===== src/rtl/fetch_ctrl.sv =====
// fetch_ctrl: instruction-fetch sequencer. Arbitrates PC redirects, runs the icache line refill handshake and generates the fetch stall.
// Latency: a redirect requested in IDLE (or DONE) is strobed on the next cycle. A miss enters REQ on the next cycle. Refill beats are written into the icache in the same cycle they arrive.
// Backpressure: mem_req_o is held until mem_gnt_i. Redirects that arrive during a refill are parked and replayed in DONE. A stalled memory port raises a sticky bus error after TIMEOUT idle cycles.
//
// Ports:
//   clk_i, rsn_i                 clock, async active-low reset
//   pc_i, icache_hit_i           current fetch PC and its icache lookup result
//   exc_occured_i / iret_i /     redirect requests, in priority order exc > iret > mispredict > jal
//   br_mispred_i / jal_i (+pc)
//   mem_req_o/mem_addr_o/mem_gnt_i           line fill request channel
//   mem_rvalid_i/mem_rdata_i                 refill beats
//   fill_we_o/fill_idx_o/fill_data_o         icache word write
//   redirect_o/redirect_pc_o                 one-cycle PC load strobe
//   stall_fetch_o, bus_err_o                 fetch hold, sticky refill timeout
// Optional: define FETCH_PERF_CNT_EN to add the miss_cnt_o and stall_cnt_o performance counters.

module fetch_ctrl #(
    parameter int          LINE_WORDS = 4,
    parameter int          TIMEOUT    = 255,
    parameter logic [31:0] EXC_VECTOR = 32'h2000
) (
    input  logic                          clk_i,
    input  logic                          rsn_i,
    input  logic [31:0]                   pc_i,
    input  logic                          icache_hit_i,
    input  logic                          exc_occured_i,
    input  logic                          iret_i,
    input  logic [31:0]                   exc_return_pc_i,
    input  logic                          br_mispred_i,
    input  logic [31:0]                   br_pc_i,
    input  logic                          jal_i,
    input  logic [31:0]                   jal_pc_i,
    output logic                          mem_req_o,
    output logic [31:0]                   mem_addr_o,
    input  logic                          mem_gnt_i,
    input  logic                          mem_rvalid_i,
    input  logic [31:0]                   mem_rdata_i,
    output logic                          fill_we_o,
    output logic [$clog2(LINE_WORDS)-1:0] fill_idx_o,
    output logic [31:0]                   fill_data_o,
    output logic                          redirect_o,
    output logic [31:0]                   redirect_pc_o,
    output logic                          stall_fetch_o,
`ifdef FETCH_PERF_CNT_EN
    output logic [31:0]                   miss_cnt_o,
    output logic [31:0]                   stall_cnt_o,
`endif
    output logic                          bus_err_o
);

    localparam int IDX_W = $clog2(LINE_WORDS);
    localparam int OFF_W = IDX_W + 2;
    localparam int TO_W  = $clog2(TIMEOUT + 1);

    typedef enum logic [1:0] {IDLE, REQ, FILL, DONE} state_t;

    state_t            state;
    logic [IDX_W-1:0]  beat_cnt;
    logic [TO_W-1:0]   wait_cnt;
    logic              pend_vld;
    logic [1:0]        pend_lvl;
    logic [31:0]       pend_pc;

    // Line-offset bits of the PC do not take part in the fill address.
    logic              unused_pc_bits;
    assign unused_pc_bits = ^pc_i[OFF_W-1:0];

    // Redirect arbitration. The level encodes priority so that a parked
    // request can be compared against a newer one.
    logic              req_vld;
    logic [1:0]        req_lvl;
    logic [31:0]       req_pc;

    always_comb begin
        req_vld = exc_occured_i | iret_i | br_mispred_i | jal_i;
        req_lvl = 2'd0;
        req_pc  = jal_pc_i;
        if (exc_occured_i) begin
            req_lvl = 2'd3;
            req_pc  = EXC_VECTOR;
        end else if (iret_i) begin
            req_lvl = 2'd2;
            req_pc  = exc_return_pc_i;
        end else if (br_mispred_i) begin
            req_lvl = 2'd1;
            req_pc  = br_pc_i;
        end
    end

    // Pending slot merged with this cycle's request. An equal-priority
    // request replaces the parked one, so the youngest target of that kind wins.
    logic              take_req;
    logic              merged_vld;
    logic [1:0]        merged_lvl;
    logic [31:0]       merged_pc;

    always_comb begin
        take_req   = req_vld && (!pend_vld || (req_lvl >= pend_lvl));
        merged_vld = pend_vld | req_vld;
        merged_lvl = take_req ? req_lvl : pend_lvl;
        merged_pc  = take_req ? req_pc  : pend_pc;
    end

    // Progress means a grant in REQ or a beat in FILL. Any other REQ/FILL
    // cycle counts toward the timeout.
    logic              busy_mem;
    logic              progress;
    logic              timeout_hit;
    logic              last_beat;

    always_comb begin
        busy_mem    = (state == REQ) || (state == FILL);
        progress    = ((state == REQ) && mem_gnt_i) || ((state == FILL) && mem_rvalid_i);
        timeout_hit = busy_mem && !progress && (wait_cnt == TO_W'(TIMEOUT - 1));
        last_beat   = (state == FILL) && mem_rvalid_i && (beat_cnt == IDX_W'(LINE_WORDS - 1));
    end

    always_ff @(posedge clk_i or negedge rsn_i) begin
        if (!rsn_i) begin
            state         <= IDLE;
            beat_cnt      <= '0;
            wait_cnt      <= '0;
            pend_vld      <= 1'b0;
            pend_lvl      <= 2'd0;
            pend_pc       <= '0;
            mem_addr_o    <= '0;
            redirect_o    <= 1'b0;
            redirect_pc_o <= '0;
            bus_err_o     <= 1'b0;
        end else begin
            redirect_o <= 1'b0;
            unique case (state)
                IDLE: begin
                    if (req_vld) begin
                        redirect_o    <= 1'b1;
                        redirect_pc_o <= req_pc;
                    end else if (!icache_hit_i) begin
                        state      <= REQ;
                        mem_addr_o <= {pc_i[31:OFF_W], {OFF_W{1'b0}}};
                        wait_cnt   <= '0;
                    end
                end
                REQ, FILL: begin
                    if (timeout_hit) begin
                        // Abandon the refill. The parked redirect is stale, so fetch goes to the exception vector instead.
                        state         <= IDLE;
                        bus_err_o     <= 1'b1;
                        redirect_o    <= 1'b1;
                        redirect_pc_o <= EXC_VECTOR;
                        pend_vld      <= 1'b0;
                    end else begin
                        pend_vld <= merged_vld;
                        pend_lvl <= merged_lvl;
                        pend_pc  <= merged_pc;
                        wait_cnt <= progress ? '0 : wait_cnt + TO_W'(1);
                        if ((state == REQ) && mem_gnt_i) begin
                            state    <= FILL;
                            beat_cnt <= '0;
                        end
                        if ((state == FILL) && mem_rvalid_i) begin
                            beat_cnt <= beat_cnt + IDX_W'(1);
                            if (last_beat) begin
                                // The line is complete, so the parked redirect is strobed during DONE.
                                state      <= DONE;
                                redirect_o <= merged_vld;
                                if (merged_vld) begin
                                    redirect_pc_o <= merged_pc;
                                end
                                pend_vld <= 1'b0;
                            end
                        end
                    end
                end
                DONE: begin
                    state <= IDLE;
                    if (req_vld) begin
                        redirect_o    <= 1'b1;
                        redirect_pc_o <= req_pc;
                    end
                end
                default: state <= IDLE;
            endcase
        end
    end

    // Beat writes pass straight through so the icache sees each word in the cycle it arrives.
    always_comb begin
        mem_req_o     = (state == REQ);
        fill_we_o     = (state == FILL) && mem_rvalid_i;
        fill_idx_o    = fill_we_o ? beat_cnt : '0;
        fill_data_o   = fill_we_o ? mem_rdata_i : '0;
        // Gated by reset so the stall drops immediately when reset is asserted.
        stall_fetch_o = rsn_i && ((state != IDLE) || (!icache_hit_i && !req_vld));
    end

`ifdef FETCH_PERF_CNT_EN
    always_ff @(posedge clk_i or negedge rsn_i) begin
        if (!rsn_i) begin
            miss_cnt_o  <= '0;
            stall_cnt_o <= '0;
        end else begin
            if ((state == IDLE) && !req_vld && !icache_hit_i) begin
                miss_cnt_o <= miss_cnt_o + 32'd1;
            end
            if (stall_fetch_o) begin
                stall_cnt_o <= stall_cnt_o + 32'd1;
            end
        end
    end
`endif

endmodule

===== config.mk =====
export PLATFORM = sky130hd
export DESIGN_NAME = fetch_ctrl
export DESIGN_NICKNAME = d
export VERILOG_FILES = /design/src/rtl/fetch_ctrl.sv
export SDC_FILE = /design/constraint.sdc
export NUM_CORES = 1
export LEC_CHECK = 0
export ABC_CLOCK_PERIOD_IN_PS = 1900
export BUFFER_PORTS_ARGS = -buffer_cell sky130_fd_sc_hd__buf_2
export CAP_MARGIN = 20
export CORE_ASPECT_RATIO = 1.4
export CORE_UTILIZATION = 44
export CTS_BUF_LIST = sky130_fd_sc_hd__clkbuf_4 sky130_fd_sc_hd__clkbuf_8
export CTS_CLUSTER_SIZE = 16
export DETAILED_ROUTE_END_ITERATION = 16
export PLACE_DENSITY = 0.79
export SKIP_CTS_REPAIR_TIMING = 1
export SLEW_MARGIN = 10
export SYNTH_ARGS = -nofsm -noshare
export SYNTH_HDL_FRONTEND = slang
export SYNTH_SLANG_ARGS = --single-unit

===== constraint.sdc =====
create_clock -name clk_i -period 1.9 [get_ports clk_i]
set_input_delay 0.095 -clock clk_i [delete_from_list [all_inputs] [get_ports clk_i]]
set_output_delay 0.095 -clock clk_i [all_outputs]
set_load 0.1 [all_outputs]

* Yosys cells after proc, flatten, opt, wreduce, memory -nomap -nowiden
Cells that the tools add are included.
Word-level totals: register bits after elaboration 109, output and inout bits 103, logic and storage cells 99
Cells by class: add/sub/neg operators 2, magnitude comparators 1, equal/unequal tests 12, muxes and demuxes 37, bitwise operators 7, reduce and logical (&&, ||, !) cells 30
Operators by type and width (count):
- 32-bit 2-to-1 mux | 10
- 32-bit one-hot mux with 2 select lines | 1
- 8-bit 2-to-1 mux | 4
- 2-bit 2-to-1 mux | 11
- 8-bit one-hot mux with 2 select lines | 1
- 3-bit inequality test (second input constant) | 3
- 3-bit AND reduction | 3
- 8-bit by 1-bit adder with 8-bit output (second input constant) | 1
- 8-bit equality test (second input constant) | 1
- 1-bit logical AND | 8
- 1-bit 2-to-1 mux | 8
- 4-bit AND reduction | 2
- 2-bit equality test (second input constant) | 3
- 2-bit inequality test (second input constant) | 3
- 2-bit one-hot mux with 3 select lines | 1
- 2-bit AND reduction | 3
- 2-bit nonzero test | 3
- 1-bit logical NOT | 4
- 1-bit logical OR | 4
- 1-bit bitwise OR | 4
- 2-bit OR reduction | 2
- 1-bit NOT | 3
- 2-bit by 1-bit adder with 2-bit output (second input constant) | 1
- 2-bit by 1-bit equality test with 1-bit output (second input constant) | 1
- 4 further kinds | 4

* Longest topological paths before layout
Gate-level depths: netlist of run 1.
word-level depth 12, gate-level depth with buffers 10

* Worst setup path after synthesis of run 1
OpenSTA, ideal clock, no wires.
kind flip-flop to flip-flop, start point register state[1], end point register pend_lvl[1], arrival time 2706 ps, setup slack -934 ps, cell stages (with the launch flop) 8, cell sequence dfrtp_1 inv_1 ha_1 a22oi_1 and4_1 clkbuf_1 nor4_4 mux2_1
Between the ends: longest elaborated chain between the ends 8
Ends and longest elaborated chain:
- start: declaration | line 57 | state_t state;
- start signal: assignment | line 120 | state <= IDLE;
- start signal: assignment | line 138 | state <= REQ;
- start signal: assignment | line 146 | state <= IDLE;
- 2-bit by 1-bit equality test with 1-bit output *
- via mem_req_o | line 33 | output logic mem_req_o,
- 1-bit logical AND | line 113 | progress = ((state == REQ) && mem_gnt_i) || ((state == FILL) && mem_rvalid_i);
- 1-bit logical OR | line 113
- 1-bit logical NOT | line 114 | timeout_hit = busy_mem && !progress && (wait_cnt == TO_W'(TIMEOUT - 1));
- 1-bit logical AND (2 in a row) | line 114
- 1-bit NOT (no source line)
- 3-bit AND reduction (no source line) *
- end signal: assignment | line 153 | pend_lvl <= merged_lvl;
- end: declaration | line 61 | logic [1:0] pend_lvl;
Mark *: on every way through the listed nets, which the timed path passes. The rest lies on a longest branch. A chain may end at the register's enable or synchronous reset.

* Final worst setup path of run 1
start point register state[0], end point register pend_pc[11]
RTL lines:
- 2-bit by 1-bit equality test with 1-bit output or 2-bit equality test (tied branches) | line 112 | busy_mem = (state == REQ) || (state == FILL);
- 1-bit logical OR * | line 112
- via busy_mem | line 106 | logic busy_mem;
- 1-bit logical AND * (2 in a row) | line 114
- 1-bit NOT (no source line) *
- 2-bit AND reduction (no source line) *
- end signal: assignment | line 154 | pend_pc <= merged_pc;
- end: declaration | line 62 | logic [31:0] pend_pc;
Marks and branches as above.

==> results of run 1 <==
==> where the power goes <==
part / leakage (nW) / total, mW / internal, mW / switching [mW]
Combinational: 2.99 / 11.7 / 3.49 / 8.17
Sequential: 1.36 / 3.81 / 3.35 / 0.455
Clock: 0.0911 / 1.36 / 0.542 / 0.819
==> registers in the layout, indices dropped and copies added (netlist names) <==
name           cells
wait_cnt           8
state              2
beat_cnt           2
redirect_o         1
bus_err_o          1
redirect_pc_o     32
pend_vld           1
pend_pc           32
pend_lvl           2
mem_addr_o        28
==> worst reg2reg max path: stages, from the launching register on <==
cell and delay [ps]:
dfrtp_1 370, inv_2 80, ha_4 320, inv_4 60, buf_6 110, nor4_4 310, buf_6 180, buf_12 130
mux2i_1 230
==> Yosys cell counts (9+ instances only) <==
library cell	instances
and3_1	35
clkbuf_1	24
o211ai_1	32
a221oi_1	31
ha_1	9
nand2_1	43
dfrtp_1	109
inv_1	41
a21oi_1	9
mux2i_1	66
mux2_2	29
o21ai_0	37
buf_2	13
==> cell type report <==
class,count,share of cell area
clock buffer,11,0.0166
clock inverter,5,0.00500
inverter,41,0.0178
multi-input combinational,348,0.316
sequential,109,0.311
tap,153,0.0218
timing repair buffer,346,0.311
==> routing by layer <==
metal,track usage,vias up
li1,-,2590
met1,0.262,2553
met2,0.405,229
met3,0.0462,35
met4,0.0738,0
met5,0,-
==> worst min-delay path by stage <==
stage                              startpoint          endpoint
after floorplan                         rsn_i       beat_cnt[0]
after global placement                  rsn_i  redirect_pc_o[9]
after detailed placement                rsn_i  redirect_pc_o[9]
after CTS                               rsn_i    mem_addr_o[23]
after global routing      exc_return_pc_i[20]       pend_pc[20]
final                               mem_gnt_i          state[1]
==> cells by family (layout without fill, tap and decap cells) <==
logic type | Yosys count | count (layout) | synth area share
DFF | 109 | 109 | 0.475
buffers and inverters | 88 | 403 | 0.0669
other | 1 | 4 | 0.000653
adders and majority gates | 9 | 9 | 0.0196
and+or+nand+nor | 112 | 112 | 0.107
muxes | 97 | 97 | 0.176
AOI/OAI and AO/OA | 126 | 126 | 0.155
==> metrics by stage <==
| stage | power, mW | hold WS (ps) | utilization |
|---|---|---|---|
| floorplan | 12.1 | -201 | - |
| global placement | 14.6 | 267 | 0.634 |
| detailed placement | 14.9 | 263 | 0.634 |
| CTS | 16.3 | -154 | 0.648 |
| global route | 17.6 | 49.2 | 0.684 |
| finish | 16.8 | 46.0 | 0.684 |
==> results.py, run 1 <==
metrics = {
    "drt": {
        "via_per_inst": 5.34,
        "drt_iter0_drc": 218,
        "met2WireLength_mm": 8.57,
        "postRouteAntennaNets": 0,
        "dr_total_vias": 5407,
        "routed_wl_mm": 16.0,
        "routed.top_layer": "met4",
        "drt_pre_antenna_iters": 4,
        "post_drt_wl_per_cell_um": 15.8,
        "met1_length_mm": 6.09,
        "dr_wl_met3_um": 964,
        "drc": 0,
    },
    "timing": {
        "rsz0062_at_grt": "true",
        "fmax_mhz": 536,
        "worst_slew_pin_slew_ps": 586,
        "setup_viol": 0,
        "fin_crit_sh": 0.983,
        "min_period_ps": 1870,
        "setup_slack_ps": 32.9,
        "fin_tns_setup_ps": 0,
        "slew_viol_final": 0,
        "slew_headroom": 0.609,
        "finalClockSkew_ps": 14.1,
        "finalHoldViolations": 0,
    },
    "final_layout": {
        "instances_no_fill": 1013,
        "multi_input_area_um2": 2770,
        "area_delta_synth_final_pct": 52.6,
        "drive_above_1_share": 0.457,
        "fin_area_um2": 8760,
        "layout_commonest_cell": "buf_2",
        "final.fill_count": 937,
        "most-common-layout-cells": "buf_2 (226), dfrtp_1 (109), mux2i_1 (65), buf_12 (45), nand2_1 (43)",
        "fin_nets": 1033,
        "diodes": 0,
        "regArea_um2": 2730,
    },
    "power": {
        "cellPowerDensity_nw_per_um2": 1920,
        "peakVddDrop_v": 0.00134,
        "total_leakage_power_nw": 4.44,
    },
    "cts": {
        "cts.path.max_buffers": 2,
        "root_buffer": "clkbuf_8",
        "cts_tree": "built",
        "cts.sinks": 109,
        "clk_latency_ps": 380,
        "cts_buffers": 9,
        "h-tree-depth": 3,
        "clk_pin_slew_ps": 110,
    },
    "global_routing": {
        "grt_pass1_wl_mm": 23.8,
        "grt_overflow": 0,
        "grt_max_degree": 110,
        "grt_pass1_vias": 5002,
        "antenna_found_initial": 0,
        "grtUsageTotal": 0.223,
    },
    "synthesis": {
        "ys_warn_count": 0,
        "syn_area_um2": 5740,
        "ys_seq_area_frac": 0.475,
        "async_flop_share": 1.00,
        "synth_cell_types": 44,
        "syn-instance-count": 542,
        "synth_top_area_share": 0.475,
        "synth_ff_type": "dfrtp_1",
        "yosys.area.top_type": "dfrtp_1",
        "synthTopCellsByArea": "dfrtp_1 (47%), mux2i_1 (12%), mux2_2 (5.7%)",
        "ys_seq_elements": 109,
        "avgSynthCellArea_um2": 10.6,
        "synth_edf_count": 0,
    },
    "setup_path": {
        "critical_path_peak_fanout": 6,
        "crit_family": "buffers and inverters",
        "path_depth": 8,
        "cp_num_buf_inv": 5,
        "worstSetupStartpointType": "register",
        "r2r_start": "state[0]",
        "critPathKind": "reg2reg",
        "path_cells": "inv_2, ha_4, inv_4, buf_6, nor4_4, buf_6, buf_12, mux2i_1",
        "slowest_stage": "dfrtp_1",
        "startpoint": "state[0]",
        "cp.required_ps": 2200,
        "crit_path_frequent_cell": "buf_6",
        "ff2ff_path_depth": 8,
        "worstReg2RegEnd": "pend_pc[11]",
        "critPathCapture": "pend_pc[11]",
        "crit_path_end_kind": "register",
        "r2r_slack_ps": 30,
        "slowest_delay_ps": 370,
        "worstPathArrival_ps": 2160,
    },
    "floorplanning": {
        "num_rows": 49,
        "start_util": 0.448,
        "die-height_um": 137,
        "core_area_um2": 12800,
        "die_x_um": 98.6,
        "io-pin-count": 272,
        "dieArea_um2": 13500,
    },
    "place": {
        "hpwl_mm": 11.3,
        "portBuffers": 263,
        "placedInstanceArea_um2": 8120,
        "place_congestion": 0.811,
        "pre_cts_ws_ps": -95.7,
        "dp_cells": 964,
    },
    "min_path": {
        "min_path_type": "in2reg",
        "hold_depth": 3,
    },
    "outcome": {
        "outcome": "completed",
    },
    "job": {
        "maxCapViolCount": 0,
    },
}
No activity file was read; power rests on OpenSTA's default activity.
==> inputs of run 2 (changes only) <==
--- a/config.mk
+++ b/config.mk
@@ -14,8 +14,9 @@
 export CTS_CLUSTER_SIZE = 16
 export DETAILED_ROUTE_END_ITERATION = 16
 export PLACE_DENSITY = 0.79
+export SETUP_SLACK_MARGIN = 0.05
 export SKIP_CTS_REPAIR_TIMING = 1
-export SLEW_MARGIN = 10
+export SLEW_MARGIN = 20
 export SYNTH_ARGS = -nofsm -noshare
 export SYNTH_HDL_FRONTEND = slang
 export SYNTH_SLANG_ARGS = --single-unit
==> results.py, run 2 (synthesis results as in run 1) <==
metrics = {
    "place": {
        "placedInstanceArea_um2": 8160,
        "pre_cts_ws_ps": -127,
        "portBuffers": 263,
        "place_congestion": 0.781,
        "hpwl_mm": 12.0,
    },
    "timing": {
        "setup_viol": 3,
        "slew_headroom": 0.603,
        "finalHoldViolations": 0,
        "min_period_ps": 1910,
        "slew_viol_final": 0,
        "worst_slew_pin_slew_ps": 596,
        "fin_tns_setup_ps": -18.4,
        "finalClockSkew_ps": 22.8,
        "fin_crit_sh": 1.01,
        "fmax_mhz": 523,
        "rsz0062_at_grt": "true",
        "setup_slack_ps": -13.4,
    },
    "global_routing": {
        "grt_overflow": 0,
        "grt_max_degree": 110,
        "antenna_found_initial": 1,
        "grt_pass1_vias": 5206,
        "grtUsageTotal": 0.239,
        "grt_pass1_wl_mm": 25.4,
    },
    "drt": {
        "post_drt_wl_per_cell_um": 17.7,
        "drt_pre_antenna_iters": 4,
        "drc": 0,
        "dr_total_vias": 5571,
        "via_per_inst": 5.42,
        "routed_wl_mm": 18.2,
        "drt_iter0_drc": 248,
        "postRouteAntennaNets": 0,
    },
    "setup_path": {
        "r2r_slack_ps": -10,
        "critical_path_peak_fanout": 5,
        "critPathKind": "reg2reg",
        "ff2ff_path_depth": 7,
        "worstSetupStartpointType": "register",
        "crit_path_end_kind": "register",
        "worstReg2RegEnd": "redirect_pc_o[13]",
        "r2r_start": "pend_lvl[0]",
        "worstPathArrival_ps": 2170,
        "startpoint": "pend_lvl[0]",
        "cp.required_ps": 2160,
    },
    "final_layout": {
        "drive_above_1_share": 0.536,
        "area_delta_synth_final_pct": 60.1,
        "most-common-layout-cells": "buf_2 (226), dfrtp_1 (109), mux2i_1 (65), buf_12 (46), nand2_1 (42)",
        "largestRegisters": "pend_pc: 32 flops, redirect_pc_o: 32 flops, mem_addr_o: 28 flops",
        "fin_area_um2": 9200,
        "final.fill_count": 874,
        "layout_commonest_cell": "buf_2",
        "fin_nets": 1045,
    },
    "cts": {
        "root_buffer": "clkbuf_8",
        "cts_buffers": 9,
        "cts.sinks": 109,
        "clk_pin_slew_ps": 100,
        "cts_tree": "built",
        "h-tree-depth": 3,
        "clk_latency_ps": 380,
        "cts.path.max_buffers": 2,
    },
    "floorplanning": {
        "num_rows": 49,
        "die_x_um": 98.6,
        "die-height_um": 137,
        "core_area_um2": 12800,
        "io-pin-count": 272,
        "start_util": 0.448,
        "dieArea_um2": 13500,
    },
    "min_path": {
        "hold_end": "pend_pc[17]",
        "worstHoldStart": "exc_return_pc_i[17]",
        "min_path_type": "in2reg",
        "hold_depth": 3,
    },
    "power": {
        "p_sw_frac": 0.553,
        "cellPowerDensity_nw_per_um2": 1970,
        "switching_power_mw": 10.0,
        "share_comb_of_total_power": 0.716,
        "sequentialPowerShare": 0.212,
        "total_leakage_power_nw": 4.57,
        "p_clk_frac": 0.072,
        "peakVddDrop_v": 0.00110,
        "intPower_mw": 8.09,
    },
    "outcome": {
        "violations": "setup timing",
        "outcome": "finished, violations left",
    },
    "job": {
        "maxCapViolCount": 0,
    },
}
## run 2: changes by cell type in the layout (fill, tap and decap cells not counted), moves of 7 or more
cell,delta
a221oi_1,-19
and3_1,-32
buf_6,+8
o21ai_1,+14
and3_2,+31
a221oi_2,+18
o21ai_0,-22
o21ai_2,+7
## run 2: critical path, stage by stage (launching register included)
cell and delay (ps):
dfrtp_1 410, ha_1 290, nand2b_4 160, a21oi_4 220
o22ai_4 110, buf_12 150, buf_12 130, a221o_1 320
## run 2: how the worst max path moves through the flow
stage	end	slack, ps	cells after the start
4_1_cts	redirect_pc_o[17]	-140	8
3_3_place_gp	pend_lvl[1]	-50	6
5_1_grt	pend_pc[27]	-100	8
2_1_floorplan	pend_lvl[1]	-310	7
3_5_place_dp	pend_pc[27]	-130	7
6_report	redirect_pc_o[13]	-10	7
## run 2: layout make-up
type	count	area, um^2	share of cell area
Timing Repair Buffer	358	2920	0.318
Antenna cell	2	5.00	0.000544
Inverter	41	156	0.0170
Sequential cell	109	2730	0.297
Multi-Input combinational cell	348	3020	0.329
Clock inverter	7	48.8	0.00531
Clock buffer	9	124	0.0135
Tap cell	153	191	0.0208
## run 2: metal layers
layer / vias up / global-route usage / wire (um)
met5: - / 0 / 0
met4: 0 / 0.0755 / 435
met3: 32 / 0.0386 / 997
met2: 233 / 0.456 / 10100
met1: 2689 / 0.271 / 6650
li1: 2617 / - / -
## run 2: metrics by stage
stage                     hold slack [ps]  std cells  power [mW]   util
after floorplan                      -201        545        12.1      -
after global placement                247        966        14.7  0.637
after detailed placement              261        966        14.9  0.637
after CTS                            -152        982        16.2  0.650
after global routing                 72.2       1026        18.9  0.718
final                                62.7       1027        18.1  0.718
## run 2: power by group through the flow
stage / logic, mW / registers (mW) / clock network, mW
after floorplan: 3.76 / 8.37 / 0
after global placement: 10.9 / 3.77 / 0
after detailed placement: 11.1 / 3.81 / 0
after CTS: 11.1 / 3.78 / 1.32
after global routing: 13.5 / 3.95 / 1.42
final: 13.0 / 3.85 / 1.30
==> inputs of run 3 (changes only) <==
--- a/config.mk
+++ b/config.mk
@@ -8,7 +8,7 @@
 export ABC_CLOCK_PERIOD_IN_PS = 1900
 export BUFFER_PORTS_ARGS = -buffer_cell sky130_fd_sc_hd__buf_2
 export CAP_MARGIN = 20
-export CORE_ASPECT_RATIO = 1.4
+export CORE_ASPECT_RATIO = 2
 export CORE_UTILIZATION = 44
 export CTS_BUF_LIST = sky130_fd_sc_hd__clkbuf_4 sky130_fd_sc_hd__clkbuf_8
 export CTS_CLUSTER_SIZE = 16
==> results.py, run 3 (synthesis results as in run 1) <==
metrics = {
    "drt": {
        "post_drt_wl_per_cell_um": 17.0,
        "routed_wl_mm": 17.3,
        "dr_total_vias": 5517,
        "dr_wl_met3_um": 858,
        "routed.top_layer": "met4",
        "met2WireLength_mm": 9.77,
        "drc": 0,
        "via_per_inst": 5.43,
        "postRouteAntennaNets": 0,
        "met1_length_mm": 6.11,
        "drt_iter0_drc": 188,
        "drt_pre_antenna_iters": 4,
    },
    "setup_path": {
        "worstReg2RegEnd": "redirect_pc_o[25]",
        "worstPathArrival_ps": 2240,
        "crit_family": "compound AO/OA/AOI/OAI gates",
        "cp.required_ps": 2190,
        "slowest_delay_ps": 420,
        "crit_path_end_kind": "register",
        "r2r_start": "state[1]",
        "critical_path_peak_fanout": 8,
        "r2r_slack_ps": -50,
        "ff2ff_path_depth": 9,
        "cp_num_buf_inv": 4,
        "critPathKind": "reg2reg",
        "worstSetupStartpointType": "register",
        "slowest_stage": "dfrtp_1",
        "path_cells": "inv_2, ha_4, buf_6, nand2_2, a22oi_2, buf_6, buf_8, o21ai_2, a221oi_2",
        "crit_path_frequent_cell": "buf_6",
    },
    "power": {
        "switching_power_mw": 10.1,
        "total_leakage_power_nw": 4.58,
        "share_comb_of_total_power": 0.709,
        "p_clk_frac": 0.080,
        "cellPowerDensity_nw_per_um2": 1990,
        "peakVddDrop_v": 0.00169,
        "p_sw_frac": 0.553,
        "intPower_mw": 8.15,
        "sequentialPowerShare": 0.212,
    },
    "floorplanning": {
        "core_area_um2": 12600,
        "die-height_um": 164,
        "dieArea_um2": 13500,
        "num_rows": 58,
        "io-pin-count": 272,
        "die_x_um": 82.8,
        "start_util": 0.455,
    },
    "final_layout": {
        "drive_above_1_share": 0.532,
        "most-common-layout-cells": "buf_2 (225), dfrtp_1 (109), mux2i_1 (66), buf_12 (46), nand2_1 (42)",
        "fin_nets": 1038,
        "largestRegisters": "pend_pc: 32 flops, redirect_pc_o: 32 flops, mem_addr_o: 28 flops",
        "instances_no_fill": 1016,
        "area_delta_synth_final_pct": 59.3,
        "layout_commonest_cell": "buf_2",
        "fin_util": 0.725,
    },
    "global_routing": {
        "grtUsageTotal": 0.231,
        "grt_pass1_vias": 5069,
        "grt_pass1_wl_mm": 23.8,
        "antenna_found_initial": 1,
        "grt_max_degree": 110,
        "grt_overflow": 0,
    },
    "min_path": {
        "min_path_type": "in2reg",
        "worstHoldStart": "exc_return_pc_i[10]",
        "hold_depth": 3,
        "hold_end": "pend_pc[10]",
    },
    "cts": {
        "clk_latency_ps": 390,
        "clk_pin_slew_ps": 120,
        "cts.sinks": 109,
        "cts_buffers": 9,
        "h-tree-depth": 3,
        "cts_tree": "built",
        "root_buffer": "clkbuf_8",
        "cts.path.max_buffers": 2,
    },
    "timing": {
        "worst_slew_pin_slew_ps": 624,
        "fmax_mhz": 514,
        "rsz0062_at_grt": "true",
        "slew_headroom": 0.584,
        "fin_crit_sh": 1.02,
        "finalHoldViolations": 0,
        "fin_tns_setup_ps": -558,
        "min_period_ps": 1950,
        "setup_viol": 24,
        "setup_slack_ps": -46.9,
        "finalClockSkew_ps": 13.6,
        "slew_viol_final": 0,
    },
    "outcome": {
        "outcome": "finished, violations left",
        "violations": "setup timing",
    },
    "place": {
        "hpwl_mm": 11.7,
        "place_congestion": 0.832,
        "dp_cells": 959,
        "portBuffers": 263,
    },
    "job": {
        "maxCapViolCount": 0,
    },
}
[run 3: area by class of cell]
type                    count  area, um^2
flip-flops and latches    109        2730
clock buffers               9         124
multi-input cells         348        3000
well taps                 150         188
repair buffers            351        2870
fillers                   930        3480
clock inverters             7        86.3
inverters                  41         156
diodes                      1        2.50
[run 3: power by group through the flow]
| stage | registers, mW | clock network, mW | logic (mW) |
|---|---|---|---|
| 6_report | 3.86 | 1.45 | 12.9 |
| 3_3_place_gp | 3.77 | 0 | 10.9 |
| 3_5_place_dp | 3.81 | 0 | 11.1 |
| 2_1_floorplan | 8.37 | 0 | 3.76 |
| 5_1_grt | 3.97 | 1.58 | 13.4 |
| 4_1_cts | 3.77 | 1.49 | 11.1 |
[run 3: worst reg2reg max path: cells and delay by family, from the launching register on]
family	cells	cell delay [ps]
buffers and inverters	4	500
DFF	1	420
AOI/OAI and AO/OA	3	580
and+or+nand+nor	1	50
adders and majority gates	1	310
[run 3: per-layer routing]
metal | global-route usage | vias up
li1 | - | 2611
met1 | 0.240 | 2663
met2 | 0.443 | 203
met3 | 0.0330 | 40
met4 | 0.0893 | 0
met5 | 0 | -
[run 3: how the worst max path moves through the flow]
stage / from / endpoint / slack, ps / cells past startpoint
final: state[1] / redirect_pc_o[25] / -50 / 9
after global routing: state[1] / redirect_pc_o[25] / -140 / 9
after CTS: state[1] / pend_pc[25] / -80 / 7
after detailed placement: state[1] / redirect_pc_o[13] / -30 / 8
after global placement: state[0] / pend_pc[13] / -7 / 6
after floorplan: state[1] / pend_lvl[1] / -310 / 7
[run 3: per-stage QoR]
step	power, mW	area, um^2	hold WS [ps]	setup WS, ps
2_1_floorplan	12.1	5890	-201	-311
3_3_place_gp	14.7	8140	253	-6.93
3_5_place_dp	14.9	8140	262	-34.8
4_1_cts	16.4	8350	-169	-84.1
5_1_grt	19.0	9150	53.8	-144
6_report	18.2	9150	46.2	-46.9
